<file path="src/rtl/mul_issue_unit.sv">
// rtl/mul_issue_unit.sv - M-extension multiply issue unit
// Sequences one op at a time through an external shift-add multiplier and hands the result to the CDB.
module mul_issue_unit #(
  parameter int OPERAND_WIDTH = 32,
  parameter int TAG_WIDTH     = 5
) (
  input  logic                       clk,
  input  logic                       rst,
  input  logic                       branch_mispredicted,
  input  logic                       issue_valid,
  output logic                       issue_ready,
  input  logic [2:0]                 issue_funct3,
  input  logic [OPERAND_WIDTH-1:0]   issue_rs1,
  input  logic [OPERAND_WIDTH-1:0]   issue_rs2,
  input  logic [TAG_WIDTH-1:0]       issue_tag,
  input  logic [4:0]                 issue_rd,
  output logic                       mul_start,
  output logic [1:0]                 mul_type,
  output logic [OPERAND_WIDTH-1:0]   mul_a,
  output logic [OPERAND_WIDTH-1:0]   mul_b,
  input  logic [2*OPERAND_WIDTH-1:0] mul_p,
  input  logic                       mul_done,
  output logic                       cdb_valid,
  input  logic                       cdb_ready,
  output logic [TAG_WIDTH-1:0]       cdb_tag,
  output logic [4:0]                 cdb_rd,
  output logic [OPERAND_WIDTH-1:0]   cdb_data
);

  typedef enum logic [1:0] {
    S_IDLE   = 2'd0,
    S_BUSY   = 2'd1,
    S_RESULT = 2'd2
  } state_t;

  state_t                     r_state;
  state_t                     w_next;
  logic [1:0]                 r_funct;
  logic [1:0]                 r_mul_type;
  logic                       r_mul_start;
  logic [OPERAND_WIDTH-1:0]   r_mul_a;
  logic [OPERAND_WIDTH-1:0]   r_mul_b;
  logic [TAG_WIDTH-1:0]       r_cdb_tag;
  logic [4:0]                 r_cdb_rd;
  logic [OPERAND_WIDTH-1:0]   r_cdb_data;
  logic                       w_accept;
  logic                       w_trivial;
  logic                       w_capture;
  logic [1:0]                 w_type;

  assign issue_ready = (r_state == S_IDLE) && !branch_mispredicted && !rst;
  assign w_accept    = issue_valid && issue_ready;
  // Non-multiply funct3 codes and zero operands resolve to 0 without touching the multiplier.
  assign w_trivial   = issue_funct3[2] || (issue_rs1 == '0) || (issue_rs2 == '0);
  assign w_capture   = (r_state == S_BUSY) && mul_done && !branch_mispredicted;

  always_comb begin
    w_type = 2'b00;
    case (issue_funct3[1:0])
      2'b01:   w_type = 2'b01;
      2'b10:   w_type = 2'b10;
      default: w_type = 2'b00;
    endcase
  end

  always_comb begin
    w_next = r_state;
    case (r_state)
      S_IDLE: begin
        if (w_accept) begin
          w_next = w_trivial ? S_RESULT : S_BUSY;
        end
      end
      S_BUSY: begin
        if (mul_done) begin
          w_next = S_RESULT;
        end
      end
      S_RESULT: begin
        if (cdb_ready) begin
          w_next = S_IDLE;
        end
      end
      default: w_next = S_IDLE;
    endcase
    if (branch_mispredicted) begin
      w_next = S_IDLE;
    end
  end

  always_ff @(posedge clk or posedge rst) begin
    if (rst) begin
      r_state <= S_IDLE;
    end else begin
      r_state <= w_next;
    end
  end

  always_ff @(posedge clk or posedge rst) begin
    if (rst) begin
      r_funct     <= 2'b00;
      r_mul_type  <= 2'b00;
      r_mul_start <= 1'b0;
      r_mul_a     <= '0;
      r_mul_b     <= '0;
      r_cdb_tag   <= '0;
      r_cdb_rd    <= 5'd0;
      r_cdb_data  <= '0;
    end else begin
      // Registered copy of the next state keeps mul_start glitch-free and high exactly in BUSY.
      r_mul_start <= (w_next == S_BUSY);
      if (w_accept) begin
        r_funct    <= issue_funct3[1:0];
        r_mul_type <= w_type;
        r_mul_a    <= issue_rs1;
        r_mul_b    <= issue_rs2;
        r_cdb_tag  <= issue_tag;
        r_cdb_rd   <= issue_rd;
        if (w_trivial) begin
          r_cdb_data <= '0;
        end
      end
      if (w_capture) begin
        r_cdb_data <= (r_funct == 2'b00) ? mul_p[OPERAND_WIDTH-1:0]
                                         : mul_p[2*OPERAND_WIDTH-1:OPERAND_WIDTH];
      end
    end
  end

  assign mul_start = r_mul_start;
  assign mul_type  = r_mul_type;
  assign mul_a     = r_mul_a;
  assign mul_b     = r_mul_b;
  assign cdb_valid = (r_state == S_RESULT);
  assign cdb_tag   = r_cdb_tag;
  assign cdb_rd    = r_cdb_rd;
  assign cdb_data  = r_cdb_data;

endmodule

</file>
<file path="config.mk">
export PLATFORM = sky130hd
export DESIGN_NAME = mul_issue_unit
export DESIGN_NICKNAME = d
export VERILOG_FILES = /design/src/rtl/mul_issue_unit.sv
export SDC_FILE = /design/constraint.sdc
export NUM_CORES = 1
export LEC_CHECK = 0
export CAP_MARGIN = 20
export CORE_MARGIN = 2
export CORE_UTILIZATION = 42
export CTS_CLUSTER_SIZE = 30
export DETAILED_ROUTE_END_ITERATION = 10
export GPL_TIMING_DRIVEN = 0
export PLACE_DENSITY_LB_ADDON = 0.08
export REMOVE_ABC_BUFFERS = 1
export SLEW_MARGIN = 20
export SYNTH_ARGS = -nofsm -noshare
export SYNTH_HDL_FRONTEND = slang
export SYNTH_SLANG_ARGS = --single-unit
</file>
<file path="constraint.sdc">
create_clock -name clk -period 12.3 [get_ports clk]
set_input_delay 3.075 -clock clk [delete_from_list [all_inputs] [get_ports clk]]
set_output_delay 3.075 -clock clk [all_outputs]
set_load 0.02 [all_outputs]
</file>
Word-level counts from Yosys, hierarchy flattened
Index checks and enable logic that the tools add are counted.
Word-level totals
  RAM bits: 0
  logic and storage cells: 41
  bits in latches: 0
  output and inout bits: 111
  memories kept: 0
  flip-flop bits (word level): 113
  bits in read-only memories: 0
Cells by class
  multiplexer cells: 11
  eq/ne operators: 5
  shift-type cells: 0
  reductions and logical operators: 16
  bitwise logic cells: 0
  divide/modulo/power cells: 0
  add/sub/neg operators: 0
  $lt $le $gt $ge: 0
  multiply operators: 0
Operators by type and width (number)
  $mux W32: 4
  $logic_not A32 Y1: 2
  $mux W2: 5
  $eq A2 B1 Y1 const B: 3
  $pmux W2 S3: 1
  $logic_and A1 B1 Y1: 5
  $eq A2 B2 Y1 const B: 2
  $logic_not A2 Y1: 2
  $pmux W2 S2: 1
  $reduce_bool A2 Y1: 2
  $logic_not A1 Y1: 2
  $logic_or A1 B1 Y1: 2
  $reduce_and A2 Y1: 1

Logic depth before layout (Yosys ltp)
Gate-level depths: netlist (run 1).
  depth in word-level cells: 8
  mapped depth: 6
  mapped depth without buffers: 5

Worst setup path after synthesis (run 1)
Ideal clock, no wire load.
  path type: input port to output port
  start: in branch_mispredicted
  end: out issue_ready
  slack: 5.702 ns
  arrival time: 3.523 ns
  stages on the path: 1
  required time: 9.225 ns
  path through: nor4_4
On the way
  cells in the longest elaborated chain, start to end: 3
RTL lines
  from (decl): line 9  | input logic branch_mispredicted,
  $logic_not A1 Y1: line 51  | assign issue_ready = (r_state == S_IDLE) && !branch_mispredicted && !rst;
  $logic_and A1 B1 Y1 (2 in series): line 51
  to (decl): line 11  | output logic issue_ready,
No other way between the ends.

Worst setup path in the final report (run 1)
Ends and elaborated chain as after synthesis.

==> flow_metrics.py, run 1 <==
metrics = {
    "finish": {
        "final_common_cell": "clkdlybuf4s50_1",
        "drive_above_1_share_pct": 20.0,
        "num-fill-cells": 793,
        "final_cell_mix": "257 x clkdlybuf4s50_1, 113 x dfrtp_1, 67 x nand2_1",
        "multi_input_area_um2": 1830,
        "area_growth_pct": 70.7,
        "insertedDiodeCount": 0,
        "regArea_um2": 2830,
        "nets": 790,
    },
    "setup_path": {
        "crit_chain": "clkdlybuf4s50_1 > nor4_4 > clkdlybuf4s50_1",
        "slowest_stage": "clkdlybuf4s50_1",
        "r2r_cells": 5,
        "end_kind": "output pin",
        "timing_worst_setup_path_type": "in2out",
        "worstPathArrival_ns": 4.82,
        "cp_max_fo": 5,
        "required_ns": 9.22,
        "cp_common_cell": "clkdlybuf4s50_1",
        "cpPeakStageDelay_ns": 0.73,
        "start_kind": "input port",
    },
    "timing": {
        "finalHoldViolCount": 0,
        "drv_slew": 0,
        "setup_tns_ns": 0,
        "period_needed_ns": 7.90,
        "worstMarginPinSlew_ns": 0.670,
        "max_freq_mhz": 127,
        "rsz0062_at_grt": "no",
        "fin_worst_skew_ns": 0.00401,
        "setup_viol": 0,
        "relSlewSlack_pct": 55.2,
        "post-route-period-util_pct": 64.2,
    },
    "power": {
        "p_sw_share_pct": 28.5,
        "clock_power_share_pct": 33.9,
        "switching_power_mw": 0.393,
        "power.share.combinational_pct": 31.0,
        "p_leak_nw": 3.42,
        "internal_power_mw": 0.987,
        "power_mw": 1.38,
        "p_seq_share_pct": 35.2,
        "ir_drop_mv": 0.109,
        "power.density_nw_per_um2": 170,
    },
    "clock_network": {
        "tritoncts": "built",
        "clockRootBuffer": "clkbuf_16",
        "cts_buffers": 17,
        "clk_pin_slew_ns": 0.05,
        "clk_path_buf_depth": 2,
        "clock_sinks": 113,
        "clk_latency_ns": 0.40,
        "cts-htree-levels": 4,
        "cts_resized": 0,
        "postCtsSetupBuffers": 0,
        "ctsHoldBuffers": 0,
    },
    "drt": {
        "drc": 0,
        "route.antenna.remaining_nets": 0,
        "wl_mm": 13.7,
        "first_iter_violations": 171,
        "vias": 4071,
        "wl_per_cell_um": 17.3,
        "drtPass1Iterations": 4,
        "drt-vias-per-instance": 5.13,
    },
    "floorplan": {
        "dieArea_um2": 12200,
        "num_rows": 38,
        "core-area_um2": 10900,
        "start_util_pct": 43.4,
        "fp.dieW_um": 110,
        "die_h_um": 110,
        "ios": 258,
    },
    "global_routing": {
        "grt_util_all_layers_pct": 22.7,
        "grt_max_degree": 73,
        "antenna_found_initial": 0,
        "grt.overflow.total": 0,
        "grt_pass1_wl_mm": 20.6,
        "grt_pass1_vias": 4207,
    },
    "placement": {
        "gp_congestion": 0.799,
        "hpwlAfterDp_mm": 10.1,
        "portBuffers": 257,
    },
    "synthesis": {
        "synth_seq_area_share_pct": 59.6,
        "synth-seq-cells": 113,
        "ys_types": 22,
        "netlist_instances": 387,
        "synth.avg_cell_area_um2": 12.3,
        "synth_area_um2": 4750,
        "ys_warn_count": 0,
    },
    "job": {
        "drv_cap": 0,
    },
    "run_status": {
        "status": "finished clean",
    },
    "hold_path": {
        "whs_path_depth": 2,
        "min_path_type": "reg2reg",
    },
}
==> cell families after synthesis <==
group	count (synthesis)	share of synthesized area [%]
DFF	113	59.6
buffers and inverters	27	2.32
muxes	76	18.0
AOI/OAI and AO/OA	71	10.4
and+or+nand+nor	100	9.67
==> per-stage QoR <==
stage                     hold WS [ns]  area, µm²  std cells  utilization, %  worst slack (ns)
after floorplan                  0.495       4640        362               -              5.70
after global placement           0.471       7390        759            67.6              4.55
after detailed placement         0.480       7530        764            68.8              4.42
after CTS                        0.492       8100        794            74.1              4.41
after global routing             0.505       8100        794            74.1              4.36
final                            0.486       8100        794            74.1              4.40
==> synth_stat cells <==
library cell  count  area (µm²)
dfrtp_1         113        2830
nand2_1          68         255
mux2_2           65         732
a21oi_1          34         170
a31o_2           25         219
clkbuf_1         18        67.6
nor4_1           16         100
mux2_1           11         124
a31o_1            7        61.3
buf_2             7        35.0
nor2_1            5        18.8
nand4_1           4        25.0
inv_1             2        7.51
nand2b_1          2        12.5
o21ai_0           2        10.0
o41ai_1           2        17.5
nor2b_1           1        6.26
nor4_4            1        21.3
o311ai_2          1        16.3
or2_2             1        6.26
or3_1             1        6.26
or4_1             1        7.51
==> sequential cells by signal (all words and copies together), names as in the netlist <==
signal / flops
r_state: 2
cdb_tag: 5
mul_start: 1
mul_b: 32
mul_type: 2
cdb_rd: 5
r_funct: 2
cdb_data: 32
mul_a: 32
==> cell type report <==
cell class                 count  share of cell area, %
clock buffer                  25                   6.49
clock inverter                 5                  0.618
inverter                       2                  0.154
multi-input combinational    247                   22.6
sequential                   113                   34.9
tap                          140                   2.16
timing repair buffer         262                   33.1
==> path summary, 6_finish.rpt <==
check | start | endpoint | slack (ns)
max | branch_mispredicted | issue_ready | 4.40
min in group asynchronous | rst | mul_a[9]$_DFFE_PP0N_ | 3.14
min | mul_type[1]$_DFFE_PP0N_ | mul_type[1]$_DFFE_PP0N_ | 0.49
min reg2reg | mul_type[1]$_DFFE_PP0N_ | mul_type[1]$_DFFE_PP0N_ | 0.49
max reg2reg | r_state[1]$_DFF_PP0_ | mul_start$_DFF_PP0_ | 9.96
max in group asynchronous | rst | mul_a[10]$_DFFE_PP0N_ | 8.48
==> layer usage <==
layer | routed length [µm] | part of all wire, % | vias up | GRT usage (%)
met1 | 5100 | 37 | 1953 | 23.9
met5 | 0 | 0 | - | 0
met4 | 281 | 2.0 | 0 | 9.20
li1 | - | - | 1914 | -
met3 | 1510 | 11 | 22 | 10.4
met2 | 6850 | 50 | 182 | 39.3
==> worst max-delay path, delay by kind of cell <==
family | cells | cell delay, ns
buffers and inverters | 2 | 1.26
and+or+nand+nor | 1 | 0.49
==> power by group through the flow <==
stage | Sequential, mW | Combinational [mW] | Clock (mW)
2_1_floorplan | 0.578 | 0.103 | 0
5_1_grt | 0.494 | 0.451 | 0.496
3_3_place_gp | 0.485 | 0.420 | 0
6_report | 0.485 | 0.427 | 0.467
3_5_place_dp | 0.490 | 0.428 | 0
4_1_cts | 0.486 | 0.431 | 0.476
No activity file was read; power rests on OpenSTA's default activity.
==> inputs of run 2 (changes only) <==
--- a/config.mk
+++ b/config.mk
@@ -7,7 +7,7 @@
 export LEC_CHECK = 0
 export CAP_MARGIN = 20
 export CORE_MARGIN = 2
-export CORE_UTILIZATION = 42
+export CORE_UTILIZATION = 35
 export CTS_CLUSTER_SIZE = 30
 export DETAILED_ROUTE_END_ITERATION = 10
 export GPL_TIMING_DRIVEN = 0
==> constraint.sdc (replaced) <==
create_clock -name clk -period 6.3 [get_ports clk]
set_input_delay 1.575 -clock clk [delete_from_list [all_inputs] [get_ports clk]]
set_output_delay 1.575 -clock clk [all_outputs]
set_load 0.02 [all_outputs]
==> run 2 against run 1 <==
Sequential power rose by 95%; combinational power increased by 93%; clock skew is 0.00092 ns higher; power increased by 100%; first-iteration DRC count fell by 48%; cell count grew 4.7%.
==> flow_metrics.py, run 2 (synthesis gave the netlist of run 1 again) <==
metrics = {
    "timing": {
        "finalHoldViolCount": 0,
        "max_freq_mhz": 205,
        "period_needed_ns": 4.88,
        "worstMarginPinSlew_ns": 0.789,
        "timing.final.ws_setup_ns": 1.42,
        "rsz0062_at_grt": "no",
        "setup_viol": 0,
        "drv_slew": 0,
        "relSlewSlack_pct": 47.3,
        "post-route-period-util_pct": 77.4,
        "fin_worst_skew_ns": 0.00494,
    },
    "finish": {
        "num-fill-cells": 1155,
        "final_common_cell": "clkdlybuf4s50_1",
        "drive_above_1_share_pct": 20.0,
        "finish.utilization_pct": 61.7,
        "nets": 789,
        "area_growth_pct": 72.2,
        "final_cell_mix": "257 x clkdlybuf4s50_1, 113 x dfrtp_1, 67 x nand2_1",
    },
    "clock_network": {
        "clockRootBuffer": "clkbuf_16",
        "postCtsSetupBuffers": 0,
        "cts-htree-levels": 4,
        "clk_path_buf_depth": 2,
        "tritoncts": "built",
        "ctsHoldBuffers": 0,
        "clock_sinks": 113,
        "clk_latency_ns": 0.40,
        "cts_buffers": 17,
        "clk_pin_slew_ns": 0.05,
        "cts_resized": 0,
    },
    "global_routing": {
        "grt_util_all_layers_pct": 19.0,
        "grt_pass1_wl_mm": 21.2,
        "grt.overflow.total": 0,
        "antenna_found_initial": 1,
        "grt_pass1_vias": 4118,
        "grt_max_degree": 74,
    },
    "setup_path": {
        "reg2reg_slack_ns": 4.17,
        "worstPathArrival_ns": 3.30,
        "required_ns": 4.72,
        "start_kind": "input port",
        "cp_max_fo": 5,
        "timing_worst_setup_path_type": "in2out",
        "end_kind": "output pin",
    },
    "power": {
        "p_seq_share_pct": 34.2,
        "ir_drop_mv": 0.214,
        "switching_power_mw": 0.771,
        "p_leak_nw": 3.43,
        "clock_power_share_pct": 35.9,
        "power.density_nw_per_um2": 338,
        "power.share.combinational_pct": 29.9,
        "power_mw": 2.76,
        "internal_power_mw": 1.99,
        "p_sw_share_pct": 27.9,
    },
    "job": {
        "drv_cap": 0,
    },
    "drt": {
        "drt-vias-per-instance": 4.77,
        "drtPass1Iterations": 4,
        "route.antenna.remaining_nets": 0,
        "wl_per_cell_um": 16.4,
        "drc": 0,
        "vias": 3966,
        "first_iter_violations": 89,
        "wl_mm": 13.7,
    },
    "placement": {
        "hpwlAfterDp_mm": 10.1,
        "place_ws_ns": 1.40,
        "gp_congestion": 0.770,
        "portBuffers": 257,
    },
    "floorplan": {
        "fp.dieW_um": 120,
        "ios": 258,
        "dieArea_um2": 14500,
        "core-area_um2": 13200,
        "start_util_pct": 35.8,
        "num_rows": 42,
        "die_h_um": 120,
    },
    "hold_path": {
        "min_path_type": "reg2reg",
    },
    "run_status": {
        "status": "finished clean",
    },
}
-- run 2: final timing paths --
check                                             start                       to  cells past startpoint
max in group asynchronous                           rst    mul_a[10]$_DFFE_PP0N_                      3
worst max-delay path                branch_mispredicted              issue_ready                      3
worst min register to register  mul_type[1]$_DFFE_PP0N_  mul_type[1]$_DFFE_PP0N_                      2
min in group asynchronous                           rst     r_state[1]$_DFF_PP0_                      2
worst max register to register     r_state[1]$_DFF_PP0_     r_state[0]$_DFF_PP0_                      4
worst min-delay path            mul_type[1]$_DFFE_PP0N_  mul_type[1]$_DFFE_PP0N_                      2
-- run 2: power by group through the flow --
stage / logic (mW) / clock network (mW) / registers (mW)
floorplan: 0.201 / 0 / 1.13
global route: 0.877 / 1.05 / 0.967
finish: 0.824 / 0.991 / 0.945
CTS: 0.836 / 1.02 / 0.946
global placement: 0.824 / 0 / 0.947
detailed placement: 0.832 / 0 / 0.957
-- run 2: area by class of cell --
class	count	area [µm²]	share of cell area (%)
clock inverter	11	161	1.97
inverter	2	12.5	0.153
antenna	1	2.50	0.0306
clock buffer	20	457	5.59
tap	176	220	2.69
timing repair buffer	261	2660	32.5
multi-input combinational	247	1840	22.5
sequential	113	2830	34.6
-- run 2: metrics by stage --
stage / TNS (ns) / area, µm² / hold WS, ns / instances
final: 0 / 8180 / 0.473 / 831
after global routing: 0 / 8180 / 0.513 / 831
after CTS: 0 / 8170 / 0.482 / 830
after detailed placement: 0 / 7550 / 0.474 / 799
after global placement: -5.84 / 7440 / 0.461 / 795
after floorplan: 0 / 4640 / 0.495 / 362
-- run 2: routing by layer --
metal / part of all wire (%) / GRT usage [%]
met1: 39 / 21.1
met2: 49 / 31.6
met3: 9.7 / 8.58
met4: 2.1 / 7.70
met5: 0 / 0
-- run 2: worst max-delay path: stages --
cell	delay, ns
clkdlybuf4s50_1	0.51
nor4_4	0.50
clkdlybuf4s50_1	0.72
